File: src/rtl/sort_serializer.sv
// ----------------------------------------------------------------------------
// sort_serializer
//
// Downstream stage of the combinational 4-input sorter. On a load pulse taken
// while idle, the four sorted elements ra..rd are captured and then streamed
// one per beat over a valid/ready handshake, with out_last marking the fourth
// beat. The captured group is checked for the expected ordering; a violation
// raises a sticky order_err (cleared only by rst). grp_cnt counts groups whose
// final beat has been accepted, wrapping modulo 2^CNT_W.
//
// Parameters:
//   W        element width
//   DESCEND  0: expect ra<=rb<=rc<=rd, 1: expect ra>=rb>=rc>=rd
//   CNT_W    width of the group counter
//
// Ports:
//   clk        rising-edge clock
//   rst        synchronous active-high reset, aborts any group in flight
//   load       capture request, honoured only while busy=0
//   ra..rd     sorter outputs to capture
//   busy       high while a group is being streamed
//   out_data   current element (0 while idle)
//   out_valid  out_data is valid
//   out_ready  consumer accepts the beat
//   out_last   fourth element of the group, qualified by out_valid
//   order_err  sticky order-violation flag
//   grp_cnt    number of fully emitted groups
// ----------------------------------------------------------------------------
module sort_serializer #(
    parameter int unsigned W       = 8,
    parameter int unsigned DESCEND = 0,
    parameter int unsigned CNT_W   = 16
) (
    input  logic             clk,
    input  logic             rst,
    input  logic             load,
    input  logic [W-1:0]     ra,
    input  logic [W-1:0]     rb,
    input  logic [W-1:0]     rc,
    input  logic [W-1:0]     rd,
    output logic             busy,
    output logic [W-1:0]     out_data,
    output logic             out_valid,
    input  logic             out_ready,
    output logic             out_last,
    output logic             order_err,
    output logic [CNT_W-1:0] grp_cnt
);

    typedef enum logic {
        IDLE = 1'b0,
        SEND = 1'b1
    } state_t;

    state_t       state;
    state_t       state_nx;
    logic [1:0]   idx;
    logic [1:0]   idx_nx;
    logic [W-1:0] q [4];

    logic accept;      // load honoured this cycle
    logic xfer;        // beat handed to the consumer this cycle
    logic asc_viol;
    logic desc_viol;
    logic viol;

    // ------------------------------------------------------------------------
    // Order check on the live inputs; only consulted in the capture cycle.
    // ------------------------------------------------------------------------
    always_comb begin
        asc_viol  = (ra > rb) || (rb > rc) || (rc > rd);
        desc_viol = (ra < rb) || (rb < rc) || (rc < rd);
        viol      = (DESCEND != 0) ? desc_viol : asc_viol;
    end

    // ------------------------------------------------------------------------
    // State register
    // ------------------------------------------------------------------------
    always_ff @(posedge clk) begin
        if (rst) begin
            state <= IDLE;
            idx   <= '0;
        end else begin
            state <= state_nx;
            idx   <= idx_nx;
        end
    end

    // ------------------------------------------------------------------------
    // Next-state and output decode. Every output is a function of registered
    // state only, so out_ready never reaches out_valid combinationally.
    // ------------------------------------------------------------------------
    always_comb begin
        state_nx  = state;
        idx_nx    = idx;
        accept    = 1'b0;
        xfer      = 1'b0;
        busy      = 1'b0;
        out_valid = 1'b0;
        out_data  = '0;
        out_last  = 1'b0;

        case (state)
            IDLE: begin
                if (load) begin
                    accept   = 1'b1;
                    state_nx = SEND;
                    idx_nx   = '0;
                end
            end
            SEND: begin
                busy      = 1'b1;
                out_valid = 1'b1;
                out_data  = q[idx];
                out_last  = (idx == 2'd3);
                xfer      = out_ready;
                if (xfer) begin
                    if (idx == 2'd3) begin
                        state_nx = IDLE;
                    end else begin
                        idx_nx = idx + 2'd1;
                    end
                end
            end
            default: begin
                state_nx = IDLE;
            end
        endcase
    end

    // ------------------------------------------------------------------------
    // Capture registers, sticky error flag and group counter
    // ------------------------------------------------------------------------
    always_ff @(posedge clk) begin
        if (rst) begin
            q[0]      <= '0;
            q[1]      <= '0;
            q[2]      <= '0;
            q[3]      <= '0;
            order_err <= 1'b0;
            grp_cnt   <= '0;
        end else begin
            if (accept) begin
                q[0] <= ra;
                q[1] <= rb;
                q[2] <= rc;
                q[3] <= rd;
                if (viol) begin
                    order_err <= 1'b1;
                end
            end
            // Counted on the edge that closes the last beat's transfer.
            if (xfer && out_last) begin
                grp_cnt <= grp_cnt + 1'b1;
            end
        end
    end

endmodule

File: config.mk
export PLATFORM = sky130hd
export DESIGN_NAME = sort_serializer
export DESIGN_NICKNAME = d
export VERILOG_FILES = /design/src/rtl/sort_serializer.sv
export SDC_FILE = /design/constraint.sdc
export NUM_CORES = 1
export LEC_CHECK = 0
export ABC_AREA = 1
export CORE_ASPECT_RATIO = 0.5
export CORE_UTILIZATION = 30
export DETAILED_ROUTE_END_ITERATION = 7
export DONT_BUFFER_PORTS = 1
export RECOVER_POWER = 50
export SLEW_MARGIN = 10
export SYNTH_ARGS = -nofsm -noshare
export SYNTH_HDL_FRONTEND = slang
export SYNTH_SLANG_ARGS = --single-unit
File: constraint.sdc
create_clock -name clk -period 3.7 [get_ports clk]
set_input_delay 0.74 -clock clk [delete_from_list [all_inputs] [get_ports clk]]
set_output_delay 0.74 -clock clk [all_outputs]
set_load 0.03 [all_outputs]
==> impl_metrics.prom, run 1 <==
# TYPE chip_impl_metric gauge
chip_impl_info{name="outcome",value="finished with violations"} 1
chip_impl_info{name="failing_checks",value="capacitance limit, slew limit"} 1
chip_impl_metric{name="cts.hold.buffers_added",unit=""} 0
chip_impl_metric{name="grt_use_total",unit="%"} 13.1
chip_impl_metric{name="fin_skew",unit="ns"} 0.00284
chip_impl_info{name="grt_setup_unrepaired",value="no"} 1
chip_impl_metric{name="placed_cell_area",unit="µm²"} 3210
chip_impl_metric{name="synth.avg_cell_area",unit="µm²"} 7.87
chip_impl_metric{name="tritoncts.num_buffers",unit=""} 5
chip_impl_metric{name="p_int",unit="mW"} 1.03
chip_impl_metric{name="postCtsSetupBuffers",unit=""} 0
chip_impl_info{name="cts-root-buf",value="sky130_fd_sc_hd__clkbuf_16"} 1
chip_impl_metric{name="grt_start_max_net_pins",unit=""} 33
chip_impl_metric{name="p_clk_share",unit="%"} 38.4
chip_impl_metric{name="syn_inst",unit=""} 391
chip_impl_metric{name="cp_data_arrival_time",unit="ns"} 1.85
chip_impl_metric{name="drt-pass1-iter-count",unit=""} 4
chip_impl_info{name="worstSetupStartpointType",value="register"} 1
chip_impl_info{name="crit_path_cell_trace",value="nor2_1 -> nor2_1 -> o21ai_0 -> a21oi_1"} 1
chip_impl_metric{name="tns",unit="ns"} 0
chip_impl_metric{name="number_of_maximum_capacitance_constraint_violations",unit=""} 1
chip_impl_metric{name="htree_levels",unit=""} 2
chip_impl_metric{name="core_area",unit="µm²"} 9700
chip_impl_metric{name="power_density",unit="nW/µm²"} 404
chip_impl_metric{name="cts.sinks",unit=""} 54
chip_impl_metric{name="insertion_delay",unit="ns"} 0.28
chip_impl_metric{name="grt_first_pass_wirelength",unit="µm"} 11000
chip_impl_metric{name="port-buffer-count",unit=""} 0
chip_impl_metric{name="synth.top_cell.area_share",unit="%"} 31.2
chip_impl_metric{name="synthDistinctLibCells",unit=""} 26
chip_impl_metric{name="initial_core_util",unit="%"} 31.7
chip_impl_metric{name="final.period_utilization",unit="%"} 70.1
chip_impl_metric{name="reg2reg_slack",unit="ns"} 1.11
chip_impl_metric{name="dieArea",unit="µm²"} 10700
chip_impl_metric{name="initial_antenna_violation_count",unit=""} 0
chip_impl_metric{name="postSynthRegisterBits",unit=""} 54
chip_impl_metric{name="final.fill_count",unit=""} 1035
chip_impl_metric{name="drc",unit=""} 0
chip_impl_metric{name="final_setup_fails",unit=""} 0
chip_impl_metric{name="timing_hold_violations_final",unit=""} 0
chip_impl_metric{name="syn-num-nets",unit=""} 453
chip_impl_metric{name="fin_hold_ws",unit="ns"} 0.489
chip_impl_metric{name="pins_over_slew_limit",unit=""} 33
chip_impl_metric{name="seq_power_share",unit="%"} 50.8
chip_impl_metric{name="p_leak",unit="nW"} 1.54
chip_impl_metric{name="die_h",unit="µm"} 73.6
chip_impl_info{name="hold_path_startpoint",value="idx[0]"} 1
chip_impl_metric{name="design_area",unit="µm²"} 3350
chip_impl_metric{name="seqCellArea",unit="µm²"} 1400
chip_impl_metric{name="placement_rows",unit=""} 25
chip_impl_metric{name="place_congestion",unit=""} 0.809
chip_impl_info{name="worst_hold_path_type",value="register to register"} 1
chip_impl_info{name="most_common_library_cell_in_the_layout_ignoring_fill_and_taps",value="sky130_fd_sc_hd__nor2_1"} 1
chip_impl_metric{name="drt-vias-per-instance",unit=""} 4.48
chip_impl_metric{name="multi_input_area",unit="µm²"} 1380
chip_impl_info{name="synth_top_cells_by_area",value="sky130_fd_sc_hd__edfxtp_1, sky130_fd_sc_hd__dfxtp_1, sky130_fd_sc_hd__nor2_1"} 1
chip_impl_info{name="worstReg2RegEnd",value="grp_cnt[11]"} 1
chip_impl_metric{name="fin_crit",unit="ns"} 2.59
chip_impl_info{name="critPathCaptureType",value="output pin"} 1
chip_impl_metric{name="min_path_cells",unit=""} 1
chip_impl_metric{name="clk_transition_reported_paths",unit="ns"} 0.07
chip_impl_metric{name="diodes",unit=""} 0
chip_impl_info{name="worstSetupPathType",value="register to output pin"} 1
chip_impl_info{name="path_common_cell",value="sky130_fd_sc_hd__nor2_1"} 1
chip_impl_metric{name="area_growth",unit="%"} 8.82
chip_impl_metric{name="total_congestion_overflow_after_global_routing",unit=""} 0
chip_impl_metric{name="sw_frac_of_total",unit="%"} 23.7
chip_impl_metric{name="ant_nets",unit=""} 0
chip_impl_metric{name="final_net_count",unit=""} 452
chip_impl_metric{name="grt_pass1_vias",unit=""} 2220
chip_impl_metric{name="fmaxAchievable",unit="MHz"} 386
chip_impl_metric{name="layout-drive-gt1-share",unit="%"} 3.08
chip_impl_metric{name="vias",unit=""} 2351
chip_impl_info{name="reg2reg_from",value="state"} 1
chip_impl_metric{name="ir_drop",unit="mV"} 0.212
chip_impl_info{name="yosys.area.top_type",value="sky130_fd_sc_hd__edfxtp_1"} 1
chip_impl_metric{name="wl_per_cell",unit="µm"} 12.9
chip_impl_metric{name="timing.max_slew.rel_slack",unit="%"} -11.1
chip_impl_metric{name="dp_hpwl",unit="µm"} 5390
chip_impl_metric{name="final_wirelength",unit="µm"} 6760
chip_impl_metric{name="maximum_cell_stage_delay_along_the_critical_path",unit="ns"} 0.68
chip_impl_metric{name="max-clock-path-buffers",unit=""} 2
chip_impl_metric{name="die_width",unit="µm"} 145
chip_impl_metric{name="power.share.combinational",unit="%"} 10.8
chip_impl_info{name="most-common-layout-cells",value="sky130_fd_sc_hd__nor2_1, sky130_fd_sc_hd__nand2_1, sky130_fd_sc_hd__inv_1"} 1
chip_impl_metric{name="synth-warning-count",unit=""} 0
chip_impl_metric{name="critical_path_peak_fanout",unit=""} 17
chip_impl_metric{name="timing.reg2reg.worst_path_depth",unit=""} 9
chip_impl_metric{name="drtIter0Drc",unit=""} 195
chip_impl_metric{name="seq_area_frac_synth",unit="%"} 45.5
chip_impl_metric{name="cts_resized",unit=""} 0
chip_impl_metric{name="worst_pin_slew",unit="ns"} 1.67
chip_impl_info{name="cts_tree",value="built"} 1
chip_impl_metric{name="mappedNetlistArea",unit="µm²"} 3080
chip_impl_metric{name="design.portCount",unit=""} 64
chip_impl_metric{name="psw",unit="mW"} 0.320
chip_impl_info{name="worst_path_max_delay_cell",value="sky130_fd_sc_hd__dfxtp_1"} 1
chip_impl_metric{name="critical_path_required",unit="ns"} 2.96
worst max path at each step:
stage	start	endpoint	slack (ns)	cells after the start
global route	state	grp_cnt[11]	0.86	9
CTS	register	out_data[0]	1.12	4
detailed placement	register	out_data[3]	1.43	4
floorplan	rst	q[0][0]	1.36	4
finish	register	out_data[3]	1.11	4
global placement	register	out_data[1]	1.46	4
worst max-delay path, delay by kind of cell, from the launching register on:
kind | cells | cell delay (ns)
AND/OR/NAND/NOR | 2 | 0.21
AO/OA/AOI/OAI | 2 | 0.67
flip-flops | 1 | 0.68
state kept, by name, indices dropped and copies added, names as in the netlist, named ones only:
name / cells
idx: 2
order_err: 1
q: 32
grp_cnt: 16
state: 1
layout make-up:
cell class                      instances  share of cell area [%]
Multi-Input combinational cell        266                    41.2
Clock inverter                          2                    1.16
Sequential cell                        54                    41.8
Timing Repair Buffer                    2                   0.224
Clock buffer                            5                    3.74
Tap cell                              135                    5.04
Inverter                               61                    6.84
cell families (layout without fill, tap and decap cells):
| kind of cell | count (synthesis) | after routing | share of synthesized area (%) |
|---|---|---|---|
| XOR/XNOR | 1 | 1 | 0.285 |
| AO/OA/AOI/OAI | 57 | 57 | 9.59 |
| flip-flops | 54 | 54 | 45.5 |
| buffers and inverters | 71 | 70 | 9.02 |
| adder cells (fa/ha/maj) | 26 | 26 | 10.6 |
| AND/OR/NAND/NOR | 182 | 182 | 25.0 |
Yosys cell counts (all sizes together):
master,n
o21bai,1
o21ai,25
dfxtp,22
nand3,12
xor2,1
edfxtp,32
ha,26
and3,1
nor3,5
a21o,2
clkbuf,3
nand2,66
inv,61
o21a,1
a21oi,28
nand4,7
buf,7
nor2,91
through the flow:
stage / utilization (%) / setup slack (ns) / total power [mW] / instances
2_1_floorplan: - / 1.36 / 0.815 / 391
3_3_place_gp: 33.1 / 1.46 / 0.846 / 518
3_5_place_dp: 33.1 / 1.43 / 0.848 / 518
4_1_cts: 34.8 / 1.12 / 1.36 / 525
5_1_grt: 34.5 / 0.860 / 1.41 / 525
6_report: 34.5 / 1.11 / 1.35 / 525
power by group through the flow:
stage | clock, mW | combinational, mW | sequential (mW)
2_1_floorplan | 0 | 0.121 | 0.693
3_3_place_gp | 0 | 0.147 | 0.699
3_5_place_dp | 0 | 0.149 | 0.699
4_1_cts | 0.528 | 0.150 | 0.686
5_1_grt | 0.551 | 0.171 | 0.689
6_report | 0.519 | 0.146 | 0.687
metal layers:
| metal | part of all wire (%) | track usage, % |
|---|---|---|
| met4 | 0.61 | 3.74 |
| met2 | 44 | 21.0 |
| met1 | 46 | 16.6 |
| met3 | 9.1 | 5.09 |
| met5 | 0 | 0 |
Power figures use the tool's default switching activity.
==> inputs of run 2 (changes only) <==
clock period = 2.7 ns   (was 3.7 ns; I/O delays follow)
==> run 2 against run 1 <==
- worst setup slack lost 0.71 ns
- critical endpoint is now grp_cnt[11]
- power grew 39%
- routed wire length grew 3.0%
- core utilization grew 0.80 points
- the run now ends clean
- clock power grew 41%
- critical path type is now register to register
- critical path depth grew 5
==> impl_metrics.prom, run 2 (same netlist as run 1, synthesis figures left out) <==
# TYPE chip_impl_metric gauge
chip_impl_info{name="outcome",value="finished clean"} 1
chip_impl_metric{name="final.fill_count",unit=""} 1026
chip_impl_metric{name="ir_drop",unit="mV"} 0.359
chip_impl_metric{name="cts.hold.buffers_added",unit=""} 0
chip_impl_info{name="most_common_library_cell_in_the_layout_ignoring_fill_and_taps",value="sky130_fd_sc_hd__nor2_1"} 1
chip_impl_info{name="grt_setup_unrepaired",value="no"} 1
chip_impl_info{name="cts-root-buf",value="sky130_fd_sc_hd__clkbuf_16"} 1
chip_impl_metric{name="p_int",unit="mW"} 1.43
chip_impl_metric{name="area_growth",unit="%"} 11.3
chip_impl_metric{name="vias",unit=""} 2419
chip_impl_info{name="worst_hold_path_type",value="input port to register"} 1
chip_impl_metric{name="grt_pass1_vias",unit=""} 2259
chip_impl_metric{name="largest_register_ffs",unit=""} 32
chip_impl_metric{name="pins_over_slew_limit",unit=""} 0
chip_impl_metric{name="final_net_count",unit=""} 460
chip_impl_info{name="reg2reg_from",value="state"} 1
chip_impl_metric{name="final_setup_fails",unit=""} 0
chip_impl_info{name="most-common-layout-cells",value="sky130_fd_sc_hd__nor2_1, sky130_fd_sc_hd__nand2_1, sky130_fd_sc_hd__inv_1"} 1
chip_impl_metric{name="design.portCount",unit=""} 64
chip_impl_info{name="critPathCaptureType",value="register"} 1
chip_impl_metric{name="cts_resized",unit=""} 0
chip_impl_metric{name="fin_crit",unit="ns"} 2.30
chip_impl_info{name="setup.worst_path.start",value="state"} 1
chip_impl_info{name="top_register",value="q"} 1
chip_impl_metric{name="die_width",unit="µm"} 145
chip_impl_metric{name="layout-drive-gt1-share",unit="%"} 5.51
chip_impl_metric{name="core_area",unit="µm²"} 9700
chip_impl_metric{name="diodes",unit=""} 0
chip_impl_info{name="biggestRegsByFlops",value="q (32), grp_cnt (16), idx (2)"} 1
chip_impl_metric{name="postCtsSetupBuffers",unit=""} 0
chip_impl_metric{name="tritoncts.num_buffers",unit=""} 5
chip_impl_metric{name="drc",unit=""} 0
chip_impl_metric{name="placement_rows",unit=""} 25
chip_impl_metric{name="dieArea",unit="µm²"} 10700
chip_impl_metric{name="critical_path_required",unit="ns"} 2.93
chip_impl_metric{name="dp_hpwl",unit="µm"} 5400
chip_impl_metric{name="psw",unit="mW"} 0.457
chip_impl_info{name="cts_tree",value="built"} 1
chip_impl_metric{name="timing_hold_violations_final",unit=""} 0
chip_impl_metric{name="ant_nets",unit=""} 0
chip_impl_metric{name="p_leak",unit="nW"} 1.58
chip_impl_metric{name="p_clk_share",unit="%"} 38.9
chip_impl_metric{name="layout.cells.non_filler",unit=""} 534
chip_impl_metric{name="initial_antenna_violation_count",unit=""} 0
chip_impl_metric{name="number_of_maximum_capacitance_constraint_violations",unit=""} 0
chip_impl_metric{name="seqCellArea",unit="µm²"} 1400
chip_impl_metric{name="grt_start_max_net_pins",unit=""} 33
chip_impl_metric{name="port-buffer-count",unit=""} 0
chip_impl_metric{name="tns",unit="ns"} 0
chip_impl_metric{name="power.share.combinational",unit="%"} 11.2
chip_impl_metric{name="power_density",unit="nW/µm²"} 550
chip_impl_metric{name="cts.sinks",unit=""} 54
chip_impl_metric{name="fmaxAchievable",unit="MHz"} 434
chip_impl_metric{name="reg2reg_slack",unit="ns"} 0.40
chip_impl_metric{name="multi_input_area",unit="µm²"} 1390
chip_impl_metric{name="insertion_delay",unit="ns"} 0.29
chip_impl_metric{name="place.detailed.instances",unit=""} 526
chip_impl_metric{name="worst_pin_slew",unit="ns"} 1.02
chip_impl_metric{name="critical_path_peak_fanout",unit=""} 9
chip_impl_metric{name="drtIter0Drc",unit=""} 144
chip_impl_metric{name="clk_transition_reported_paths",unit="ns"} 0.07
chip_impl_info{name="crit_path_end",value="grp_cnt[11]"} 1
chip_impl_metric{name="initial_core_util",unit="%"} 31.7
chip_impl_metric{name="wl_per_cell",unit="µm"} 13.0
chip_impl_metric{name="seq_power_share",unit="%"} 49.9
chip_impl_metric{name="die_h",unit="µm"} 73.6
chip_impl_metric{name="total_congestion_overflow_after_global_routing",unit=""} 0
chip_impl_metric{name="drt-vias-per-instance",unit=""} 4.53
chip_impl_metric{name="fin_skew",unit="ns"} 0.0106
chip_impl_info{name="worstSetupPathType",value="register to register"} 1
chip_impl_metric{name="timing.max_slew.rel_slack",unit="%"} 32.0
chip_impl_metric{name="timing.reg2reg.worst_path_depth",unit=""} 9
chip_impl_info{name="worstSetupStartpointType",value="register"} 1
chip_impl_metric{name="sw_frac_of_total",unit="%"} 24.3
chip_impl_metric{name="htree_levels",unit=""} 2
chip_impl_metric{name="max-clock-path-buffers",unit=""} 2
chip_impl_metric{name="final.period_utilization",unit="%"} 85.3
chip_impl_metric{name="grt_use_total",unit="%"} 13.4
chip_impl_info{name="worstReg2RegEnd",value="grp_cnt[11]"} 1
chip_impl_metric{name="final_wirelength",unit="µm"} 6970
chip_impl_metric{name="place_congestion",unit=""} 0.774
chip_impl_metric{name="drt-pass1-iter-count",unit=""} 4
chip_impl_metric{name="cp_data_arrival_time",unit="ns"} 2.53
chip_impl_metric{name="grt_first_pass_wirelength",unit="µm"} 11100
run 2: cell type report:
cell class                      count  share of cell area (%)
Inverter                           61                    6.68
Tap cell                          135                    4.93
Sequential cell                    54                    40.9
Clock buffer                        5                    3.65
Timing Repair Buffer               10                    2.01
Multi-Input combinational cell    266                    40.6
Clock inverter                      3                    1.24
run 2: critical path, stage by stage, from the launching register on:
cell,delay (ns)
sky130_fd_sc_hd__dfxtp_1,0.32
sky130_fd_sc_hd__clkbuf_1,0.75
sky130_fd_sc_hd__nand3_4,0.27
sky130_fd_sc_hd__nor2_1,0.33
sky130_fd_sc_hd__nand4_4,0.14
sky130_fd_sc_hd__nor2_2,0.14
sky130_fd_sc_hd__nand2_1,0.08
sky130_fd_sc_hd__nand2_1,0.06
sky130_fd_sc_hd__nand2_1,0.04
sky130_fd_sc_hd__nor2_1,0.10
run 2: per-stage QoR:
stage | utilization, % | power, mW | cell area [µm²] | setup slack [ns] | hold WS (ns)
4_1_cts | 35.5 | 1.90 | 3440 | 0.490 | 0.303
3_3_place_gp | 33.8 | 1.17 | 3270 | 0.871 | 0.492
3_5_place_dp | 33.8 | 1.17 | 3270 | 0.811 | 0.479
2_1_floorplan | - | 1.12 | 3080 | 0.563 | 0.441
5_1_grt | 35.3 | 1.97 | 3430 | 0.191 | 0.299
6_report | 35.3 | 1.88 | 3430 | 0.398 | 0.314
run 2: power groups by stage:
| stage | Combinational (mW) | Sequential (mW) | Clock, mW |
|---|---|---|---|
| 2_1_floorplan | 0.166 | 0.950 | 0 |
| 4_1_cts | 0.214 | 0.941 | 0.743 |
| 6_report | 0.210 | 0.941 | 0.733 |
| 3_5_place_dp | 0.213 | 0.960 | 0 |
| 3_3_place_gp | 0.210 | 0.960 | 0 |
| 5_1_grt | 0.244 | 0.945 | 0.783 |
run 2: how the worst min path moves through the flow:
stage / slack (ns) / end / from / depth (start not counted)
after global placement: 0.49 / idx[1] / idx[1] / 2
after CTS: 0.30 / grp_cnt[1] / rst / 1
after floorplan: 0.44 / register / idx[0] / 1
after global routing: 0.30 / grp_cnt[15] / rst / 1
final: 0.31 / grp_cnt[15] / rst / 1
after detailed placement: 0.48 / idx[0] / idx[0] / 1
run 2: per-layer routing:
metal	vias to the layer above	global-route usage, %	wire, µm
li1	1272	-	-
met1	1090	17.9	3370
met2	51	21.1	3020
met3	6	4.47	498
met4	0	3.16	69
met5	-	0	0
